### config.mk
export PLATFORM = sky130hd
export DESIGN_NAME = qar_timer_periph_flat
export DESIGN_NICKNAME = d
export VERILOG_FILES = /design/src/rtl/qar_timer_pkg.sv /design/src/rtl/qar_timer_periph_if.sv /design/src/rtl/qar_pwm_gen.sv /design/src/rtl/qar_timer_periph.sv /design/src/flat_wrapper.sv
export SDC_FILE = /design/constraint.sdc
export NUM_CORES = 1
export LEC_CHECK = 0
export BUFFER_PORTS_ARGS = -buffer_cell sky130_fd_sc_hd__clkbuf_2
export CORE_ASPECT_RATIO = 0.75
export CORE_UTILIZATION = 42
export CTS_CLUSTER_SIZE = 8
export DETAILED_ROUTE_END_ITERATION = 8
export GPL_TIMING_DRIVEN = 1
export SETUP_SLACK_MARGIN = 0.4
export SLEW_MARGIN = 15
export SYNTH_ARGS = -nofsm -noshare
export SYNTH_HDL_FRONTEND = slang
export SYNTH_HIERARCHICAL = 1
export SYNTH_SLANG_ARGS = --single-unit
export TNS_END_PERCENT = 30
### constraint.sdc
create_clock -name clk -period 3.4 [get_ports clk]
set_input_delay 0.68 -clock clk [delete_from_list [all_inputs] [get_ports clk]]
set_output_delay 0.68 -clock clk [all_outputs]
set_load 0.1 [all_outputs]
### src/rtl/qar_timer_pkg.sv
// Shared constants for the qar timer peripheral: register word offsets,
// CTRL/STATUS bit positions and the default watchdog kick key.
package qar_timer_pkg;

    localparam logic [7:0] OFF_CTRL       = 8'd0;
    localparam logic [7:0] OFF_STATUS     = 8'd1;
    localparam logic [7:0] OFF_PRESCALE   = 8'd2;
    localparam logic [7:0] OFF_COUNT      = 8'd3;
    localparam logic [7:0] OFF_COMPARE    = 8'd4;
    localparam logic [7:0] OFF_WDT_LOAD   = 8'd5;
    localparam logic [7:0] OFF_WDT_KICK   = 8'd6;
    localparam logic [7:0] OFF_CAPTURE    = 8'd7;
    localparam logic [7:0] OFF_PWM_PERIOD = 8'd8;
    localparam logic [7:0] OFF_PWM_DUTY   = 8'd9;

    localparam int unsigned CTRL_TMR_EN = 0;
    localparam int unsigned CTRL_IRQ_EN = 1;
    localparam int unsigned CTRL_WDT_EN = 2;
    localparam int unsigned CTRL_PWM_EN = 3;
    localparam int unsigned CTRL_CAP_EN = 4;
    localparam int unsigned CTRL_W      = 5;

    localparam int unsigned ST_MATCH     = 0;
    localparam int unsigned ST_CAP_VALID = 1;
    localparam int unsigned ST_WDT_EXP   = 2;
    localparam int unsigned ST_CAP_OVR   = 3;
    localparam int unsigned ST_PWM_WRAP  = 4;
    localparam int unsigned ST_W         = 5;

    localparam logic [31:0] WDT_KEY_DEFAULT = 32'h0000_5A5A;

endpackage

### src/rtl/qar_timer_periph_if.sv
// qar_core data-bus slice seen by the timer peripheral (core is master).
interface qar_timer_periph_if #(
    parameter int unsigned ADDR_WIDTH = 6
);
    logic                  bus_valid;
    logic                  bus_we;
    logic [ADDR_WIDTH-1:0] bus_addr;
    logic [31:0]           bus_wdata;
    logic                  bus_ready;
    logic [31:0]           bus_rdata;

    modport master (
        output bus_valid, bus_we, bus_addr, bus_wdata,
        input  bus_ready, bus_rdata
    );

    modport slave (
        input  bus_valid, bus_we, bus_addr, bus_wdata,
        output bus_ready, bus_rdata
    );
endinterface

### src/rtl/qar_pwm_gen.sv
// PWM generator: free-running 0..PERIOD-1 counter with PERIOD/DUTY shadowed
// so new settings only take effect at a period boundary.
module qar_pwm_gen #(
    parameter int unsigned CNT_WIDTH = 32
) (
    input  logic                 clk,
    input  logic                 rst_n,
    input  logic                 en,
    input  logic [CNT_WIDTH-1:0] period,
    input  logic [CNT_WIDTH-1:0] duty,
    output logic                 pwm_out,
    output logic                 wrap
);

    logic [CNT_WIDTH-1:0] cnt;
    logic [CNT_WIDTH-1:0] period_sh;
    logic [CNT_WIDTH-1:0] duty_sh;
    logic                 at_end;

    assign at_end  = (period_sh != '0) && (cnt == period_sh - CNT_WIDTH'(1));
    assign wrap    = en & at_end;
    assign pwm_out = en & (period_sh != '0) & (cnt < duty_sh);

    // Counter and shadow registers; a zero shadow period keeps tracking the
    // live registers so a later non-zero PERIOD is not stuck behind a wrap
    // that can never happen.
    always_ff @(posedge clk) begin
        if (!rst_n) begin
            cnt       <= '0;
            period_sh <= '0;
            duty_sh   <= '0;
        end else if (!en || (period_sh == '0)) begin
            cnt       <= '0;
            period_sh <= period;
            duty_sh   <= duty;
        end else if (at_end) begin
            cnt       <= '0;
            period_sh <= period;
            duty_sh   <= duty;
        end else begin
            cnt <= cnt + CNT_WIDTH'(1);
        end
    end

endmodule

### src/rtl/qar_timer_periph.sv
// Memory-mapped timer peripheral: prescaled compare timer with IRQ, keyed
// watchdog, synchronised input capture and one PWM channel.
module qar_timer_periph
    import qar_timer_pkg::*;
#(
    parameter int unsigned ADDR_WIDTH = 6,
    parameter int unsigned CNT_WIDTH  = 32,
    parameter logic [31:0] WDT_KEY    = WDT_KEY_DEFAULT
) (
    input  logic               clk,
    input  logic               rst_n,
    qar_timer_periph_if.slave  bus,
    input  logic               capture_in,
    output logic               pwm_out,
    output logic               irq_timer,
    output logic               wdt_reset_req
);

    logic                 ready_q;
    logic [31:0]          rdata_q;
    logic [7:0]           word_off;
    logic                 access;
    logic                 wr_en;
    logic                 wr_ctrl, wr_status, wr_prescale, wr_count, wr_compare;
    logic                 wr_wdt_load, wr_kick, wr_period, wr_duty;

    logic [CTRL_W-1:0]    ctrl;
    logic [ST_W-1:0]      status;
    logic [ST_W-1:0]      st_set;
    logic [ST_W-1:0]      st_clr;
    logic [CNT_WIDTH-1:0] prescale, pre_cnt, count, compare;
    logic [CNT_WIDTH-1:0] wdt_load, wdt_cnt, capture;
    logic [CNT_WIDTH-1:0] pwm_period, pwm_duty;

    logic                 tick;
    logic                 timer_hit;
    logic                 match_now;
    logic                 wdt_start;
    logic                 wdt_kick;
    logic                 wdt_expire;
    logic [2:0]           cap_sync;
    logic                 cap_rise;
    logic                 pwm_wrap;
    logic [31:0]          rd_mux;
    logic                 unused_addr_lsbs;

    assign unused_addr_lsbs = &{1'b0, bus.bus_addr[1:0]};

    assign word_off = 8'(bus.bus_addr[ADDR_WIDTH-1:2]);
    assign access   = bus.bus_valid & ~ready_q;
    assign wr_en    = access & bus.bus_we;

    assign wr_ctrl     = wr_en && (word_off == OFF_CTRL);
    assign wr_status   = wr_en && (word_off == OFF_STATUS);
    assign wr_prescale = wr_en && (word_off == OFF_PRESCALE);
    assign wr_count    = wr_en && (word_off == OFF_COUNT);
    assign wr_compare  = wr_en && (word_off == OFF_COMPARE);
    assign wr_wdt_load = wr_en && (word_off == OFF_WDT_LOAD);
    assign wr_kick     = wr_en && (word_off == OFF_WDT_KICK);
    assign wr_period   = wr_en && (word_off == OFF_PWM_PERIOD);
    assign wr_duty     = wr_en && (word_off == OFF_PWM_DUTY);

    assign tick       = (pre_cnt >= prescale);
    assign timer_hit  = tick & ctrl[CTRL_TMR_EN];
    assign match_now  = timer_hit & (count == compare);
    assign wdt_start  = wr_ctrl & bus.bus_wdata[CTRL_WDT_EN] & ~ctrl[CTRL_WDT_EN];
    assign wdt_kick   = wr_kick & (bus.bus_wdata == WDT_KEY);
    assign wdt_expire = tick & ctrl[CTRL_WDT_EN] & ~wdt_kick & (wdt_cnt == CNT_WIDTH'(1));
    assign cap_rise   = cap_sync[1] & ~cap_sync[2] & ctrl[CTRL_CAP_EN];
    assign st_clr     = wr_status ? bus.bus_wdata[ST_W-1:0] : '0;

    assign bus.bus_ready = ready_q;
    assign bus.bus_rdata = rdata_q;
    assign irq_timer     = status[ST_MATCH] & ctrl[CTRL_IRQ_EN];
    assign wdt_reset_req = status[ST_WDT_EXP];

    // Hardware events that set STATUS bits this cycle.
    always_comb begin
        st_set               = '0;
        st_set[ST_MATCH]     = match_now;
        st_set[ST_CAP_VALID] = cap_rise;
        st_set[ST_WDT_EXP]   = wdt_expire;
        st_set[ST_CAP_OVR]   = cap_rise & status[ST_CAP_VALID];
        st_set[ST_PWM_WRAP]  = pwm_wrap;
    end

    // Register read multiplexer.
    always_comb begin
        rd_mux = '0;
        case (word_off)
            OFF_CTRL:       rd_mux = 32'(ctrl);
            OFF_STATUS:     rd_mux = 32'(status);
            OFF_PRESCALE:   rd_mux = 32'(prescale);
            OFF_COUNT:      rd_mux = 32'(count);
            OFF_COMPARE:    rd_mux = 32'(compare);
            OFF_WDT_LOAD:   rd_mux = 32'(wdt_load);
            OFF_CAPTURE:    rd_mux = 32'(capture);
            OFF_PWM_PERIOD: rd_mux = 32'(pwm_period);
            OFF_PWM_DUTY:   rd_mux = 32'(pwm_duty);
            default:        rd_mux = '0;
        endcase
    end

    // Bus handshake: one-cycle ready pulse, read data captured on accept.
    always_ff @(posedge clk) begin
        if (!rst_n) begin
            ready_q <= 1'b0;
            rdata_q <= '0;
        end else begin
            ready_q <= access;
            rdata_q <= (access && !bus.bus_we) ? rd_mux : '0;
        end
    end

    // Software-owned configuration registers.
    always_ff @(posedge clk) begin
        if (!rst_n) begin
            ctrl       <= '0;
            prescale   <= '0;
            compare    <= '0;
            wdt_load   <= '1;
            pwm_period <= '0;
            pwm_duty   <= '0;
        end else begin
            if (wr_ctrl)     ctrl       <= bus.bus_wdata[CTRL_W-1:0];
            if (wr_prescale) prescale   <= bus.bus_wdata[CNT_WIDTH-1:0];
            if (wr_compare)  compare    <= bus.bus_wdata[CNT_WIDTH-1:0];
            if (wr_wdt_load) wdt_load   <= bus.bus_wdata[CNT_WIDTH-1:0];
            if (wr_period)   pwm_period <= bus.bus_wdata[CNT_WIDTH-1:0];
            if (wr_duty)     pwm_duty   <= bus.bus_wdata[CNT_WIDTH-1:0];
        end
    end

    // Prescaler and compare timer; a software COUNT write beats a tick.
    always_ff @(posedge clk) begin
        if (!rst_n) begin
            pre_cnt <= '0;
            count   <= '0;
        end else begin
            if (!ctrl[CTRL_TMR_EN] || tick) pre_cnt <= '0;
            else                            pre_cnt <= pre_cnt + CNT_WIDTH'(1);

            if (wr_count)       count <= bus.bus_wdata[CNT_WIDTH-1:0];
            else if (match_now) count <= '0;
            else if (timer_hit) count <= count + CNT_WIDTH'(1);
        end
    end

    // Watchdog down-counter: reload on enable or valid kick, stop at zero.
    always_ff @(posedge clk) begin
        if (!rst_n) begin
            wdt_cnt <= '0;
        end else if (wdt_start || wdt_kick) begin
            wdt_cnt <= wdt_load;
        end else if (tick && ctrl[CTRL_WDT_EN] && (wdt_cnt != '0)) begin
            wdt_cnt <= wdt_cnt - CNT_WIDTH'(1);
        end
    end

    // Capture input synchroniser (two flops plus one for edge detect) and latch.
    always_ff @(posedge clk) begin
        if (!rst_n) begin
            cap_sync <= '0;
            capture  <= '0;
        end else begin
            cap_sync <= {cap_sync[1:0], capture_in};
            if (cap_rise) capture <= count;
        end
    end

    // STATUS: write-one-to-clear, with a same-cycle hardware set taking priority.
    always_ff @(posedge clk) begin
        if (!rst_n) status <= '0;
        else        status <= (status & ~st_clr) | st_set;
    end

    qar_pwm_gen #(
        .CNT_WIDTH (CNT_WIDTH)
    ) u_pwm (
        .clk     (clk),
        .rst_n   (rst_n),
        .en      (ctrl[CTRL_PWM_EN]),
        .period  (pwm_period),
        .duty    (pwm_duty),
        .pwm_out (pwm_out),
        .wrap    (pwm_wrap)
    );

endmodule
### src/flat_wrapper.sv
// flat-port wrapper written by rule: the top's interface ports become plain ports
module qar_timer_periph_flat import qar_timer_pkg::*;
#(
    parameter int unsigned ADDR_WIDTH = 6,
    parameter int unsigned CNT_WIDTH  = 32,
    parameter logic [31:0] WDT_KEY    = WDT_KEY_DEFAULT
)
  (clk, rst_n, capture_in, pwm_out, irq_timer, wdt_reset_req, bus_bus_valid, bus_bus_we, bus_bus_addr, bus_bus_wdata, bus_bus_ready, bus_bus_rdata);
  qar_timer_periph_if #(.ADDR_WIDTH(ADDR_WIDTH)) bus_i ();
  input  logic clk;
  input  logic rst_n;
  input  logic capture_in;
  output logic pwm_out;
  output logic irq_timer;
  output logic wdt_reset_req;
  input wire logic [$bits(bus_i.bus_valid)-1:0] bus_bus_valid;
  input wire logic [$bits(bus_i.bus_we)-1:0] bus_bus_we;
  input wire logic [$bits(bus_i.bus_addr)-1:0] bus_bus_addr;
  input wire logic [$bits(bus_i.bus_wdata)-1:0] bus_bus_wdata;
  output wire logic [$bits(bus_i.bus_ready)-1:0] bus_bus_ready;
  output wire logic [$bits(bus_i.bus_rdata)-1:0] bus_bus_rdata;
  assign bus_i.bus_valid = bus_bus_valid;
  assign bus_i.bus_we = bus_bus_we;
  assign bus_i.bus_addr = bus_bus_addr;
  assign bus_i.bus_wdata = bus_bus_wdata;
  assign bus_bus_ready = bus_i.bus_ready;
  assign bus_bus_rdata = bus_i.bus_rdata;
  qar_timer_periph #(.ADDR_WIDTH(ADDR_WIDTH), .CNT_WIDTH(CNT_WIDTH), .WDT_KEY(WDT_KEY)) u_core (.clk(clk), .rst_n(rst_n), .bus(bus_i), .capture_in(capture_in), .pwm_out(pwm_out), .irq_timer(irq_timer), .wdt_reset_req(wdt_reset_req));
endmodule
==> impl_metrics.toml <==
[die]
rows = 71
core_mm2 = 0.0506
initial_utilization = 0.429
die_h_um = 199
die_w_um = 265
die_area_mm2 = 0.0527
ios = 79

[place]
post-place-ws_ns = 0.0989
place_area_mm2 = 0.0233
place_inst = 3304
io_buffer_count = 76
dp_hpwl_um = 51700
place_congestion = 0.912

[clocking]
htree_levels = 2
root_buffer = "clkbuf_16"
clk_latency_ns = 0.61
clock_sinks = 430
path_clk_slew_ns = 0.05
cts_buffers = 59
tritoncts = "yes"
holdBufCountCts = 0
cts_buffer_depth = 3

[synthesis]
syn-cell-area_mm2 = 0.0217
synth_compound_area_frac = 0.174
synth_cell_types = 78
seq_area_frac_synth = 0.396
synth_xor_area_frac = 0.0669
yosys.area_share.simple = 0.237
synth_nets = 2758
synth-adder-area-share = 0.0397
synth_cells = 2646
synthArstFlopShare = 0
synthFlopType = "dfxtp_1"
synth_top_family_by_area = "simple AND/OR/NAND/NOR gates"
synth.area.mux_share = 0.0338
synth_edf_count = 0
avgSynthCellArea_um2 = 8.22
synth_seq_cells = 430
yosys_warnings = 6

[min_path]
worstHoldStart = "capture_in"
whs_path_depth = 2
hp-class = "input port to flop"
whs_endpoint = "u_core/cap_sync[0]"

[global_routing]
grt_pass1_vias = 18569
grtUsageTotal = 0.274
met1_usage = 0.386
met3_usage = 0.0618
grt_pass1_wl_um = 111000
met2_usage = 0.410
busiest_layer = "met2"
antenna_found_initial = 2
grt_max_degree = 262
overflow = 0

[run]
maxCapViolCount = 0

[drt]
drc_errors = 0
vias_per_cell = 5.90
first_pass_iters = 9
initialDrtViolationCount = 2641
wirelength_um = 73200
ant_nets = 0
vias = 19957
wl_per_cell_um = 21.6

[worst_setup_path]
cp.required_ns = 2.72
critical-path-slowest-cell = "or4_4"
critical-path-top-delay-family = "simple AND/OR/NAND/NOR gates"
endpoint_kind = "output port"
worstReg2RegStart = "u_core/u_pwm/period_sh[13]"
critPathArrivalTime_ns = 2.98
r2r_cells = 11
setup.worst_path.start_class = "flop"
worstPathCellList = "or4_4 -> or3_4 -> or2_4 -> or4_4 -> buf_6 -> nand2_4 -> nor4_4 -> buf_12"
path_max_fanout = 2
critical_path_class = "flop to output port"
path_buf_inv = 2
path_common_cell = "or4_4"
r2r_slack_ns = 0.14
rr_endpoint = "u_core/u_pwm/cnt[26]"
cp_slowest_stage_delay_ns = 0.54

[sta]
drv_slew = 0
fin_crit_sh = 1.08
layout_setup_ws_ns = -0.257
skew_ns = 0.0183
setup_viol = 1
hold_viol = 0
tightest_slew_ns = 1.19
period_minus_slack_ns = 3.66
fmax_ghz = 0.273
max-slew-margin-rel = 0.205
rsz0062_at_grt = "yes"

[cells_and_area]
syn2layout_area_growth_pct = 16.2
drive_above_1_share = 0.135
stdcell_count = 3381
layout_common_cells = "nand2_1 (584), dfxtp_1 (416), a21boi_0 (165)"
fin_area_mm2 = 0.0253
fin_nets = 2834
final_common_cell = "nand2_1"

[outcome]
violations = "negative setup slack"
status = "complete, but fails checks"

[pwr]
p_leak_nw = 9.00
total_power_mw = 11.0
ir_drop_uv = 368
p_per_area_mw_per_mm2 = 437
==> metal layers <==
metal / wire [µm] / vias up
li1: - / 9348
met1: 33200 / 9568
met2: 30700 / 885
met3: 6920 / 152
met4: 2310 / 4
met5: 28 / -
==> layout make-up <==
| cell class | instances | area (µm²) |
|---|---|---|
| fillers | 4830 | 25400 |
| well taps | 657 | 822 |
| multi-input cells | 1947 | 12300 |
| diodes | 1 | 2.50 |
| flip-flops and latches | 430 | 8630 |
| inverters | 80 | 300 |
| repair buffers | 204 | 1650 |
| clock buffers | 62 | 1540 |
==> cells in the mapped netlist (7+ instances only) <==
cell / number / share of area
or3_1: 18 / 0.0052
and2_1: 10 / 0.0029
a21oi_1: 69 / 0.016
a21o_1: 14 / 0.0048
mux2i_1: 69 / 0.032
dfxtp_1: 430 / 0.40
nand2_1: 585 / 0.10
nand4_1: 43 / 0.012
xor2_1: 45 / 0.018
nand2b_1: 10 / 0.0029
a21boi_0: 165 / 0.057
nor2_1: 107 / 0.018
or4_1: 18 / 0.0062
ha_1: 69 / 0.040
clkbuf_1: 170 / 0.029
a22oi_1: 63 / 0.022
nor4_1: 32 / 0.0092
nor2b_1: 10 / 0.0029
nand3b_1: 14 / 0.0048
nor3_1: 34 / 0.0078
and4_1: 7 / 0.0028
nor4_2: 8 / 0.0046
nor3_2: 10 / 0.0046
o21ai_0: 107 / 0.025
and3_1: 44 / 0.013
a31oi_1: 63 / 0.018
nand3_1: 87 / 0.020
a222oi_1: 29 / 0.013
xnor2_1: 121 / 0.049
inv_1: 80 / 0.014
and3b_1: 7 / 0.0028
==> state kept, by name, summed over array words and instances (netlist names) <==
name,cells
u_core/u_pwm/cnt,32
u_core/bus.bus_rdata,32
u_core/cap_sync,3
u_core/wdt_cnt,32
u_core/count,32
u_core/u_pwm/duty_sh,32
u_core/capture,32
u_core/wdt_load,32
u_core/bus.bus_ready,1
u_core/u_pwm/period_sh,32
u_core/pwm_duty,32
u_core/pwm_period,32
u_core/ctrl,5
u_core/compare,32
u_core/status,5
u_core/prescale,32
u_core/pre_cnt,32
==> power by group <==
part	switching (mW)	total, mW	internal (mW)
clock	2.11	5.23	3.12
combinational	0.458	0.689	0.231
sequential	0.0350	5.11	5.08
total	2.61	11.0	8.43
==> through the flow <==
step / hold slack [ns] / utilization / setup TNS (ns)
CTS: 0.336 / 0.494 / -0.281
finish: 0.344 / 0.499 / -0.257
global route: 0.349 / 0.499 / -0.306
global placement: 0.426 / 0.460 / 0
floorplan: 0.412 / - / 0
detailed placement: 0.431 / 0.460 / 0
==> worst max-delay path by stage <==
stage | from | endpoint | slack, ns | cells after the start
2_1_floorplan | u_core/u_pwm/cnt[1] | pwm_out | 0.25 | 9
3_3_place_gp | u_core/u_pwm/period_sh[11] | u_core/u_pwm/period_sh[27] | 0.17 | 10
3_5_place_dp | u_core/u_pwm/period_sh[11] | u_core/u_pwm/duty_sh[29] | 0.1 | 10
4_1_cts | u_core/u_pwm/period_sh[13] | pwm_out | -0.28 | 8
5_1_grt | u_core/u_pwm/period_sh[13] | pwm_out | -0.31 | 8
6_report | u_core/u_pwm/period_sh[13] | pwm_out | -0.26 | 8
==> cell families (layout without fill, tap and decap cells) <==
logic type / Yosys count / after routing
mux: 73 / 73
fa+ha+maj: 69 / 69
other cells: 0 / 1
buf+inv: 270 / 346
flops: 430 / 430
compound gates: 557 / 557
simple gates: 1081 / 1082
xor+xnor: 166 / 166
==> repair_timing <==
action	CTS	global route
gates cloned	2	4
resized for setup	25	31
endpoints found under the setup margin	143	143
buffers inserted	4	4
pin swaps	14	10
No activity file was read; power rests on OpenSTA's default activity.
